## src/rtl/uart_pkg.sv

```systemverilog
// Shared UART TX definitions: frame FSM state encoding and parity-type constants.
// Parity type is 2 bits: 00 none, x1 odd, 10 even.
package uart_pkg;

  typedef enum logic [2:0] {
    IDLE   = 3'd0,
    START  = 3'd1,
    DATA   = 3'd2,
    PARITY = 3'd3,
    STOP   = 3'd4
  } uart_state_e;

  localparam logic [1:0] PAR_NONE = 2'b00;
  localparam logic [1:0] PAR_EVEN = 2'b10;

  // Odd parity is selected by bit 0 alone, whatever bit 1 holds.
  function automatic logic par_is_odd(input logic [1:0] parity_type);
    return parity_type[0];
  endfunction

endpackage

```

## src/rtl/parity.sv

```systemverilog
// Combinational parity generator for a 7- or 8-bit character; zero latency, no handshake.
// Drives 0 when parity is disabled.
module parity
  import uart_pkg::*;
(
  input  logic [7:0] data,
  input  logic       data_length,
  input  logic [1:0] parity_type,
  output logic       parity_bit
);

  logic ones_odd;

  always_comb begin
    ones_odd = (^data[6:0]) ^ (data_length & data[7]);
    if (par_is_odd(parity_type)) begin
      parity_bit = ~ones_odd;
    end else if (parity_type == PAR_EVEN) begin
      parity_bit = ones_odd;
    end else begin
      parity_bit = 1'b0;
    end
  end

endmodule

```

## src/rtl/uart_tx_frame.sv

```systemverilog
// UART TX framer: tx goes low on the edge after accept, each bit lasts CLKS_PER_BIT clocks; tx_ready only in IDLE.
// UART_TX_BREAK_EN: send_break holds the idle line low and blocks accepts; otherwise send_break is ignored.
module uart_tx_frame
  import uart_pkg::*;
#(
  parameter int CLKS_PER_BIT = 434
) (
  input  logic       clk,
  input  logic       rst_n,
  input  logic       tx_valid,
  output logic       tx_ready,
  input  logic [7:0] tx_data,
  input  logic       data_length,
  input  logic [1:0] parity_type,
  input  logic       stop_bits,
  input  logic       send_break,
  output logic       tx,
  output logic       tx_busy,
  output logic       tx_done
);

  localparam int BAUD_W = $clog2(CLKS_PER_BIT);
  localparam logic [BAUD_W-1:0] BAUD_LAST = BAUD_W'(CLKS_PER_BIT - 1);

  uart_state_e       state_q, state_d;
  logic [BAUD_W-1:0] baud_q, baud_d;
  logic [2:0]        bit_q, bit_d;
  logic [7:0]        shift_q, shift_d;
  logic [7:0]        data_q, data_d;
  logic              len_q, len_d;
  logic [1:0]        ptype_q, ptype_d;
  logic              stop2_q, stop2_d;
  logic              tx_q, tx_d;
  logic              done_q, done_d;

  logic       par_bit;
  logic       brk;
  logic       accept;
  logic       bit_end;
  logic [2:0] last_bit;

`ifdef UART_TX_BREAK_EN
  assign brk = send_break;
`else
  logic unused_send_break;
  assign unused_send_break = send_break;
  assign brk = 1'b0;
`endif

  parity u_parity (
    .data        (data_q),
    .data_length (len_q),
    .parity_type (ptype_q),
    .parity_bit  (par_bit)
  );

  assign tx_ready = (state_q == IDLE) && !brk;
  assign accept   = tx_valid && tx_ready;
  assign bit_end  = (baud_q == BAUD_LAST);
  assign last_bit = len_q ? 3'd7 : 3'd6;

  always_comb begin
    state_d = state_q;
    baud_d  = baud_q;
    bit_d   = bit_q;
    shift_d = shift_q;
    data_d  = data_q;
    len_d   = len_q;
    ptype_d = ptype_q;
    stop2_d = stop2_q;
    done_d  = 1'b0;

    case (state_q)
      IDLE: begin
        if (accept) begin
          state_d = START;
          baud_d  = '0;
          bit_d   = 3'd0;
          data_d  = tx_data;
          len_d   = data_length;
          ptype_d = parity_type;
          stop2_d = stop_bits;
          shift_d = {tx_data[7] & data_length, tx_data[6:0]};
        end
      end
      START: begin
        if (bit_end) begin
          state_d = DATA;
          baud_d  = '0;
        end else begin
          baud_d = baud_q + 1'b1;
        end
      end
      DATA: begin
        if (bit_end) begin
          baud_d  = '0;
          shift_d = shift_q >> 1;
          if (bit_q == last_bit) begin
            bit_d   = 3'd0;
            state_d = (ptype_q == PAR_NONE) ? STOP : PARITY;
          end else begin
            bit_d = bit_q + 3'd1;
          end
        end else begin
          baud_d = baud_q + 1'b1;
        end
      end
      PARITY: begin
        if (bit_end) begin
          state_d = STOP;
          baud_d  = '0;
        end else begin
          baud_d = baud_q + 1'b1;
        end
      end
      STOP: begin
        if (bit_end) begin
          baud_d = '0;
          // bit_q doubles as the stop-bit index in this state.
          if (stop2_q && (bit_q == 3'd0)) begin
            bit_d = 3'd1;
          end else begin
            bit_d   = 3'd0;
            state_d = IDLE;
            done_d  = 1'b1;
          end
        end else begin
          baud_d = baud_q + 1'b1;
        end
      end
      default: begin
        state_d = IDLE;
        baud_d  = '0;
        bit_d   = 3'd0;
      end
    endcase

    // Line level is derived from the next state so tx lands on the same edge as the transition.
    case (state_d)
      IDLE:    tx_d = ~brk;
      START:   tx_d = 1'b0;
      DATA:    tx_d = shift_d[0];
      PARITY:  tx_d = par_bit;
      STOP:    tx_d = 1'b1;
      default: tx_d = 1'b1;
    endcase
  end

  always_ff @(posedge clk or negedge rst_n) begin
    if (!rst_n) begin
      state_q <= IDLE;
      baud_q  <= '0;
      bit_q   <= 3'd0;
      shift_q <= 8'd0;
      data_q  <= 8'd0;
      len_q   <= 1'b0;
      ptype_q <= PAR_NONE;
      stop2_q <= 1'b0;
      tx_q    <= 1'b1;
      done_q  <= 1'b0;
    end else begin
      state_q <= state_d;
      baud_q  <= baud_d;
      bit_q   <= bit_d;
      shift_q <= shift_d;
      data_q  <= data_d;
      len_q   <= len_d;
      ptype_q <= ptype_d;
      stop2_q <= stop2_d;
      tx_q    <= tx_d;
      done_q  <= done_d;
    end
  end

  assign tx      = tx_q;
  assign tx_busy = (state_q != IDLE);
  assign tx_done = done_q;

endmodule

```

## config.mk

```make
export PLATFORM = sky130hd
export DESIGN_NAME = uart_tx_frame
export DESIGN_NICKNAME = d
export VERILOG_FILES = /design/src/rtl/uart_pkg.sv /design/src/rtl/parity.sv /design/src/rtl/uart_tx_frame.sv
export SDC_FILE = /design/constraint.sdc
export NUM_CORES = 1
export LEC_CHECK = 0
export ABC_AREA = 0
export CORE_AREA = 2 2 57 80
export DETAILED_ROUTE_END_ITERATION = 16
export DIE_AREA = 0 0 59 82
export GPL_TIMING_DRIVEN = 0
export MAX_ROUTING_LAYER = met4
export PLACE_DENSITY = 0.71
export SYNTH_ARGS = -nofsm -noshare
export SYNTH_HDL_FRONTEND = slang
export SYNTH_SLANG_ARGS = --single-unit
```

## constraint.sdc

```tcl
create_clock -name clk -period 1.8 [get_ports clk]
set_input_delay 0.45 -clock clk [delete_from_list [all_inputs] [get_ports clk]]
set_output_delay 0.45 -clock clk [all_outputs]
set_load 0.05 [all_outputs]
```

======== After elaboration in Yosys (flattened, before gate mapping) ========
Cells that the tools add are included.
word-level totals
  input bits .............................. 16
  output and inout port bits .............. 4
  word-level logic and storage cells ...... 72
  register bits after elaboration ......... 37
cells by class
  multiplexer cells ....................... 28
  $add $sub $neg .......................... 2
  reductions and logical operators ........ 13
  bitwise operators ....................... 5
  equal/unequal tests ..................... 13
operator list
  operator               count
  $mux W3                12
  $mux W9                2
  $pmux W9 S2            1
  $mux W8                2
  $pmux W8 S2            1
  $pmux W3 S5            1
  $eq A3 B2 Y1 const B   4
  $pmux W3 S4            1
  $add A9 B1 Y9 const B  1
  $eq A9 B9 Y1 const B   1
  $mux W1                7
  $reduce_xor A7 Y1      1
  $eq A3 B1 Y1 const B   2
  $logic_not A3 Y1       2
  $ne A2 B2 Y1 const B   2
  $reduce_and A4 Y1      1
  $reduce_or A4 Y1       1
  $add A3 B1 Y3 const B  1
  $eq A3 B3 Y1           1
  $eq A3 B3 Y1 const B   1
  $pmux W1 S3            1
  $reduce_and A3 Y1      1
  $reduce_bool A3 Y1     1
  $and A1 B1 Y1          2
  9 further kinds        11

======== Depth between registers and ports, before layout ========
Gate-level depths: netlist (run 1).
  depth after elaboration ................. 7
  mapped depth ............................ 8
  mapped depth without buffers ............ 7

======== Cells and area by module ========
A second synthesis (run 1) with hierarchy kept.
unflattened totals
  cells, all modules ...................... 199
  area total of the unflattened synthesis .. 1,885.6 µm²
modules (own cells, without submodules)
  module         instances  sequential area each (µm²)  area each (µm²)  cells an instance
  uart_tx_frame  1          927.1                       1,794.2          190
  parity         1          0.0                         91.3             9

======== Worst setup path before layout (run 1) ========
No wires, ideal clock.
  path kind ............................... register to register
  start ................................... reg state_q[0]
  end ..................................... reg data_q[2]
  required time ........................... 1.681 ns
  cell stages (with the launch flop) ...... 8
  arrival ................................. 1.868 ns
  buffers on the path ..................... 2
  clock period less this slack ............ 1.987 ns
  library setup time ...................... 0.119 ns
  setup slack ............................. -0.187 ns
  cell sequence ........................... dfrtp_1 buf_6 or3_1 inv_2 nand2_1 clkbuf_1 nand2_1 nand2_1
on the way
  cells in the longest elaborated chain, start to end .. 3
ends and longest elaborated chain
  item                                    line                  source
  start: declaration                      uart_tx_frame.sv:25   uart_state_e state_q, state_d;
  start signal: assignment                uart_tx_frame.sv:162  state_q <= state_d;
  $logic_not A3 Y1 (*)                    uart_tx_frame.sv:57   assign tx_ready = (state_q == IDLE) && !brk;
  via tx_ready                            uart_tx_frame.sv:11   output logic tx_ready,
  $logic_and A1 B1 Y1                     uart_tx_frame.sv:58   assign accept = tx_valid && tx_ready;
  $reduce_and A2 Y1 (no source line) (*)  n/a
  end signal: assignment                  uart_tx_frame.sv:166  data_q <= data_d;
  end: declaration                        uart_tx_frame.sv:29   logic [7:0] data_q, data_d;
The timed path passes the listed nets; every way through them passes the cells marked *.
A chain may end at the register's enable or synchronous reset.

======== Worst setup path after layout (run 1) ========
  start ................................... reg state_q[0]
  end ..................................... out tx_busy
on the way
  cells in the longest elaborated chain, start to end .. 1
ends and longest elaborated chain
  item                line                  source
  $reduce_bool A3 Y1  uart_tx_frame.sv:176  assign tx_busy = (state_q != IDLE);
  end: declaration    uart_tx_frame.sv:18   output logic tx_busy,
Every way passes these cells.

==> flow_summary.ini, run 1 <==
[run_status]
outcome = finished with violations
violations = setup timing

[finish]
fillers = 347
syn_to_final_growth_pct = 31.1
final_area_sq_um = 2560
diodes = 0
layout-drive-gt1-share_pct = 21.4
final_nets = 271

[sta]
worstMarginPinSlew_ps = 815
rsz0062_at_grt = yes
period_share_pct = 108
tns_ps = -226
report.final.slew_viol_count = 0
setup_viol = 2
worst_slack_ps = -145
hold_violations = 0
worst_clock_skew_ps = 10.1
slew_headroom_pct = 45.6
max_freq_mhz = 514
layout_min_cycle_time_ps = 1940

[synth]
avgSynthCellArea_sq_um = 9.39
synthArstFlopShare_pct = 100
syn-num-nets = 228
syn-cell-area_sq_um = 1950
synth_edf_count = 0
synth_top_area_cell = dfrtp_1
synthTopCellsByArea = dfrtp_1 (46%), nand2_1 (11%), xnor2_1 (3.6%), nand3_1 (2.8%), nor2_1 (2.7%)
synth-seq-cells = 37
yosys_warnings = 0
post_synth_num_cell_types = 51
yosysMostFrequentCell = nand2_1
netlist.area_leader.share_pct = 46.1
ys_top_cells_by_count = nand2_1 (57), dfrtp_1 (36), nor2_1 (14)
syn_inst = 208
ys_seq_area_share_pct = 47.5
synthFlopType = dfrtp_1

[routing]
wl_per_cell_um = 14.6
vias_per_cell = 5.45
post-route-drc-count = 0
drtAntennaViolNets = 0
wl_um = 4350
first_iter_violations = 89
first_pass_iters = 4
via_count = 1618

[job]
drv_cap = 0

[global_routing]
grt_max_degree = 38
grt_pass1_wl_um = 7050
antenna_found_initial = 0
grt_pass1_vias = 1543
grt_overflow = 0
grtUsageTotal_pct = 19.6

[worst_setup_path]
path_common_cell = buf_6
cpPeakStageDelay_ps = 410
cp_slowest_cell = or3_4
end_kind = primary output
startpoint_type = flop
path_cells = buf_6, or3_4, buf_6, buf_8
arrival_ps = 1490
critPathRequiredTime_ps = 1350
worstPathMaxFanout = 6
crit_type = flop to primary output

[clocking]
cts_buffers = 5
clockRootBuffer = clkbuf_8
cts_max_level = 2
path_clk_slew_ps = 80
cts_tree = done
clock_sinks = 37
clkLatencyLatePin_ps = 290
cts_buffer_depth = 2

[min_path]
hp-class = primary input to asynchronous set/reset pin

[pwr]
p_sw_share_pct = 21.3
pwr-share-comb_pct = 6.0
fin_total_pwr_mw = 1.72
power_density_nw_per_um2 = 673
p_int_mw = 1.36
clock_power_share_pct = 44.2
switchingPower_uw = 367
vdd_drop_max_mv = 0.515
p_leak_nw = 1.16
p_seq_share_pct = 49.8

[floorplan]
ioPinCount = 20
core_sq_um = 4130
die-height_um = 82
die_w_um = 59
rows = 28
start_util_pct = 47.2
die_area_sq_um = 4840

[placement]
dp_hpwl_um = 2810
gp_congestion = 0.804
port_buffers = 18
placed_area_sq_um = 2190
## cell families (layout without fill, tap and decap cells)
group / count (synthesis) / in the layout / synth area share, %
buffers and inverters: 14 / 58 / 3.52
AO/OA/AOI/OAI: 27 / 27 / 11.3
adder cells (fa/ha/maj): 4 / 4 / 2.56
multiplexers: 1 / 1 / 0.513
XOR/XNOR: 14 / 14 / 6.98
AND/OR/NAND/NOR: 111 / 111 / 27.7
flip-flops: 37 / 37 / 47.5
## timing repair
action,CTS,global route
setup endpoints to repair,29,15
resized for setup,24,20
pin swaps,4,12
hold endpoints to repair,0,0
buffers inserted,7,11
hold buffers,0,0
## power by group through the flow
| stage | Combinational [mW] | Clock, mW | Sequential, mW |
|---|---|---|---|
| finish | 0.103 | 0.762 | 0.858 |
| global route | 0.117 | 0.798 | 0.860 |
| CTS | 0.105 | 0.770 | 0.858 |
| detailed placement | 0.105 | 0 | 0.874 |
| global placement | 0.105 | 0 | 0.874 |
| floorplan | 0.0498 | 0 | 0.872 |
## cell type report
class                           instances  area (sq um)  area share (%)
Buffer                                  8          65.1            2.54
Clock buffer                            6          82.6            3.23
Clock inverter                          2          37.5            1.47
Inverter                                6          25.0           0.978
Multi-Input combinational cell        157          1010            39.5
Sequential cell                        37           928            36.3
Tap cell                               45          56.3            2.20
Timing Repair Buffer                   36           354            13.8
## routing by layer
layer / part of all wire [%] / wire length [um] / GRT usage (%) / vias to the layer above
li1: - / - / - / 797
met1: 43 / 1860 / 23.2 / 784
met2: 53 / 2310 / 33.4 / 29
met3: 2.7 / 116 / 3.31 / 8
met4: 1.5 / 65 / 6.82 / 0
met5: 0 / 0 / - / -
## worst max-delay path, delay by kind of cell (launching register included)
kind	cells	cell delay, ps
buf+inv	3	410
simple gates	1	410
flops	1	390
## worst paths after layout
check / start / end / slack, ps / cells past startpoint
min in group clk: shift_q[2] / shift_q[2] / 480 / 2
worst min register to register: shift_q[2] / shift_q[2] / 480 / 2
worst max register to register: state_q[1] / bit_q[1] / 10 / 8
worst max-delay path: state_q[0] / tx_busy / -140 / 4
max in group asynchronous: rst_n / baud_q[0] / 1000 / 1
worst min-delay path: rst_n / tx_done / 240 / 1
## cell usage in the layout (no fill, tap or decap), types with 3 or more instances in the layout
cell type / n
xnor2_1: 8
xor2_1: 5
buf_6: 5
o21ai_0: 3
buf_4: 14
inv_1: 5
nand2b_1: 4
nand3_1: 11
clkdlybuf4s50_1: 12
nor2_1: 14
a31oi_1: 3
clkbuf_8: 6
nand2_1: 56
ha_1: 4
buf_8: 3
o21ai_1: 3
dfrtp_1: 35
## sequential cells by signal, summed over array words and instances, names as in the netlist
signal   flops
baud_q       9
bit_q        3
data_q       8
len_q        1
ptype_q      2
shift_q      8
state_q      3
stop2_q      1
tx           1
tx_done      1
## metrics by stage
| stage | instances | worst slack [ps] | utilization [%] | hold slack, ps |
|---|---|---|---|---|
| after floorplan | 208 | 90.4 | - | 154 |
| after global placement | 271 | -630 | 53.1 | 460 |
| after detailed placement | 271 | -589 | 53.0 | 466 |
| after CTS | 286 | -149 | 57.8 | 279 |
| after global routing | 297 | -189 | 61.9 | 333 |
| final | 297 | -145 | 61.9 | 243 |
(Power assumes the default switching activity.)
==> run 2: changes to the inputs <==
Settings changed: MAX_ROUTING_LAYER met4 to not set.
==> run 2 against run 1 <==
Effect of this change: the flow still finishes with violations (setup timing); clock power shrank 0.7%; sequential power is essentially flat; clock-buffer cell count is the same; combinational power is essentially flat; cell area is the same; cell count is the same; highest routed layer unchanged; global-route usage shrank 0.54 points; largest cell class unchanged; hold slack gained 2.2 ps; largest power group unchanged; utilization is the same.
==> flow_summary.ini, run 2 (synthesis results as in run 1) <==
[clocking]
cts_buffer_depth = 2
clkLatencyLatePin_ps = 290
path_clk_slew_ps = 80
cts_buffers = 5
clockRootBuffer = clkbuf_8
cts_max_level = 2
cts_tree = done
clock_sinks = 37

[routing]
wl_um = 4330
first_iter_violations = 74
post-route-drc-count = 0
first_pass_iters = 4
vias_per_cell = 5.45
via_count = 1618
drtAntennaViolNets = 0
wl_per_cell_um = 14.6

[worst_setup_path]
crit_type = flop to primary output
arrival_ps = 1490
worstPathMaxFanout = 6
r2r_start = state_q[1]
end_kind = primary output
critPathRequiredTime_ps = 1350
crit_path_start = state_q[0]
startpoint_type = flop

[sta]
worstMarginPinSlew_ps = 813
tns_ps = -223
rsz0062_at_grt = yes
report.final.slew_viol_count = 0
worst_clock_skew_ps = 9.18
period_share_pct = 108
layout_min_cycle_time_ps = 1940
worst_slack_ps = -143
setup_viol = 2
hold_violations = 0
max_freq_mhz = 515
slew_headroom_pct = 45.8

[finish]
syn_to_final_growth_pct = 31.1
mostFrequentLayoutCells = nand2_1 (56), dfrtp_1 (35), nor2_1 (14), buf_4 (14), clkdlybuf4s50_1 (12)
layout_commonest_cell = nand2_1
fillers = 347
layout-drive-gt1-share_pct = 21.4
regMostFlops = baud_q
stdcell_count = 297
largest_reg_flops = 9
final_nets = 271
largestRegisters = baud_q x9, data_q x8, shift_q x8
diodes = 0

[floorplan]
start_util_pct = 47.2
rows = 28
die-height_um = 82
core_sq_um = 4130
die_area_sq_um = 4840
die_w_um = 59
ioPinCount = 20

[min_path]
hp-class = primary input to asynchronous set/reset pin

[pwr]
vdd_drop_max_mv = 0.515
p_leak_nw = 1.16
power_density_nw_per_um2 = 671
pwr-share-comb_pct = 6.0
switchingPower_uw = 363
p_sw_share_pct = 21.1
p_seq_share_pct = 49.9
p_int_mw = 1.36
clock_power_share_pct = 44.1

[global_routing]
antenna_found_initial = 0
grt_pass1_vias = 1542
grtUsageTotal_pct = 19.1
grt_pass1_wl_um = 7040
grt_max_degree = 38
grt_overflow = 0

[placement]
port_buffers = 18
gp_congestion = 0.793
dp_cells = 271
dp_hpwl_um = 2810

[run_status]
violations = setup timing
outcome = finished with violations

[job]
drv_cap = 0
==> run 2: cell counts in the layout (fill, tap and decap cells not counted) <==
No cell type changed its count.
==> run 2: final timing paths <==
check / slack (ps) / cells past startpoint / end
max: -140 / 4 / tx_busy
min: 240 / 1 / tx_done
max reg2reg: 0 / 8 / bit_q[1]
min reg2reg: 480 / 2 / shift_q[2]
max in group asynchronous: 1000 / 1 / baud_q[0]
min in group clk: 480 / 2 / shift_q[2]
==> run 2: per-layer routing <==
metal  up-vias  wire length (um)  global-route usage [%]
met5         -                 0                       0
met4         0                48                    6.82
li1        798                 -                       -
met1       791              1860                    23.2
met2        22              2310                    33.4
met3         7               105                    3.31
==> run 2: worst max-delay path: stages, from the launching register on <==
cell and delay (ps):
dfrtp_1 390, buf_6 140, or3_4 410, buf_6 130
buf_8 140
==> run 2: cell type report <==
cell class	instances	area, sq um	area share, %
Clock buffer	6	82.6	3.23
Inverter	6	25.0	0.978
Buffer	8	65.1	2.54
Sequential cell	37	928	36.3
Timing Repair Buffer	36	354	13.8
Multi-Input combinational cell	157	1010	39.5
Tap cell	45	56.3	2.20
Clock inverter	2	37.5	1.47
==> run 2: metrics by stage <==
step / setup WS [ps] / utilization, % / area [sq um] / hold WS (ps) / power, mW
after floorplan: 90.4 / - / 1960 / 154 / 0.922
after global placement: -630 / 53.1 / 2200 / 460 / 0.979
after detailed placement: -589 / 53.0 / 2190 / 466 / 0.979
after CTS: -149 / 57.8 / 2390 / 279 / 1.73
after global routing: -189 / 61.9 / 2560 / 333 / 1.78
final: -143 / 61.9 / 2560 / 245 / 1.72
==> run 2: repair_timing <==
item	4_1_cts	5_1_grt
hold buffers	0	0
setup buffers	7	11
setup endpoints to repair	29	15
resized for setup	24	20
pin swaps	4	12
==> run 2: power by group through the flow <==
stage / clock network, mW / logic (mW) / registers (mW)
after floorplan: 0 / 0.0498 / 0.872
after global placement: 0 / 0.105 / 0.874
after detailed placement: 0 / 0.105 / 0.874
after CTS: 0.770 / 0.105 / 0.858
after global routing: 0.798 / 0.117 / 0.860
final: 0.757 / 0.103 / 0.858
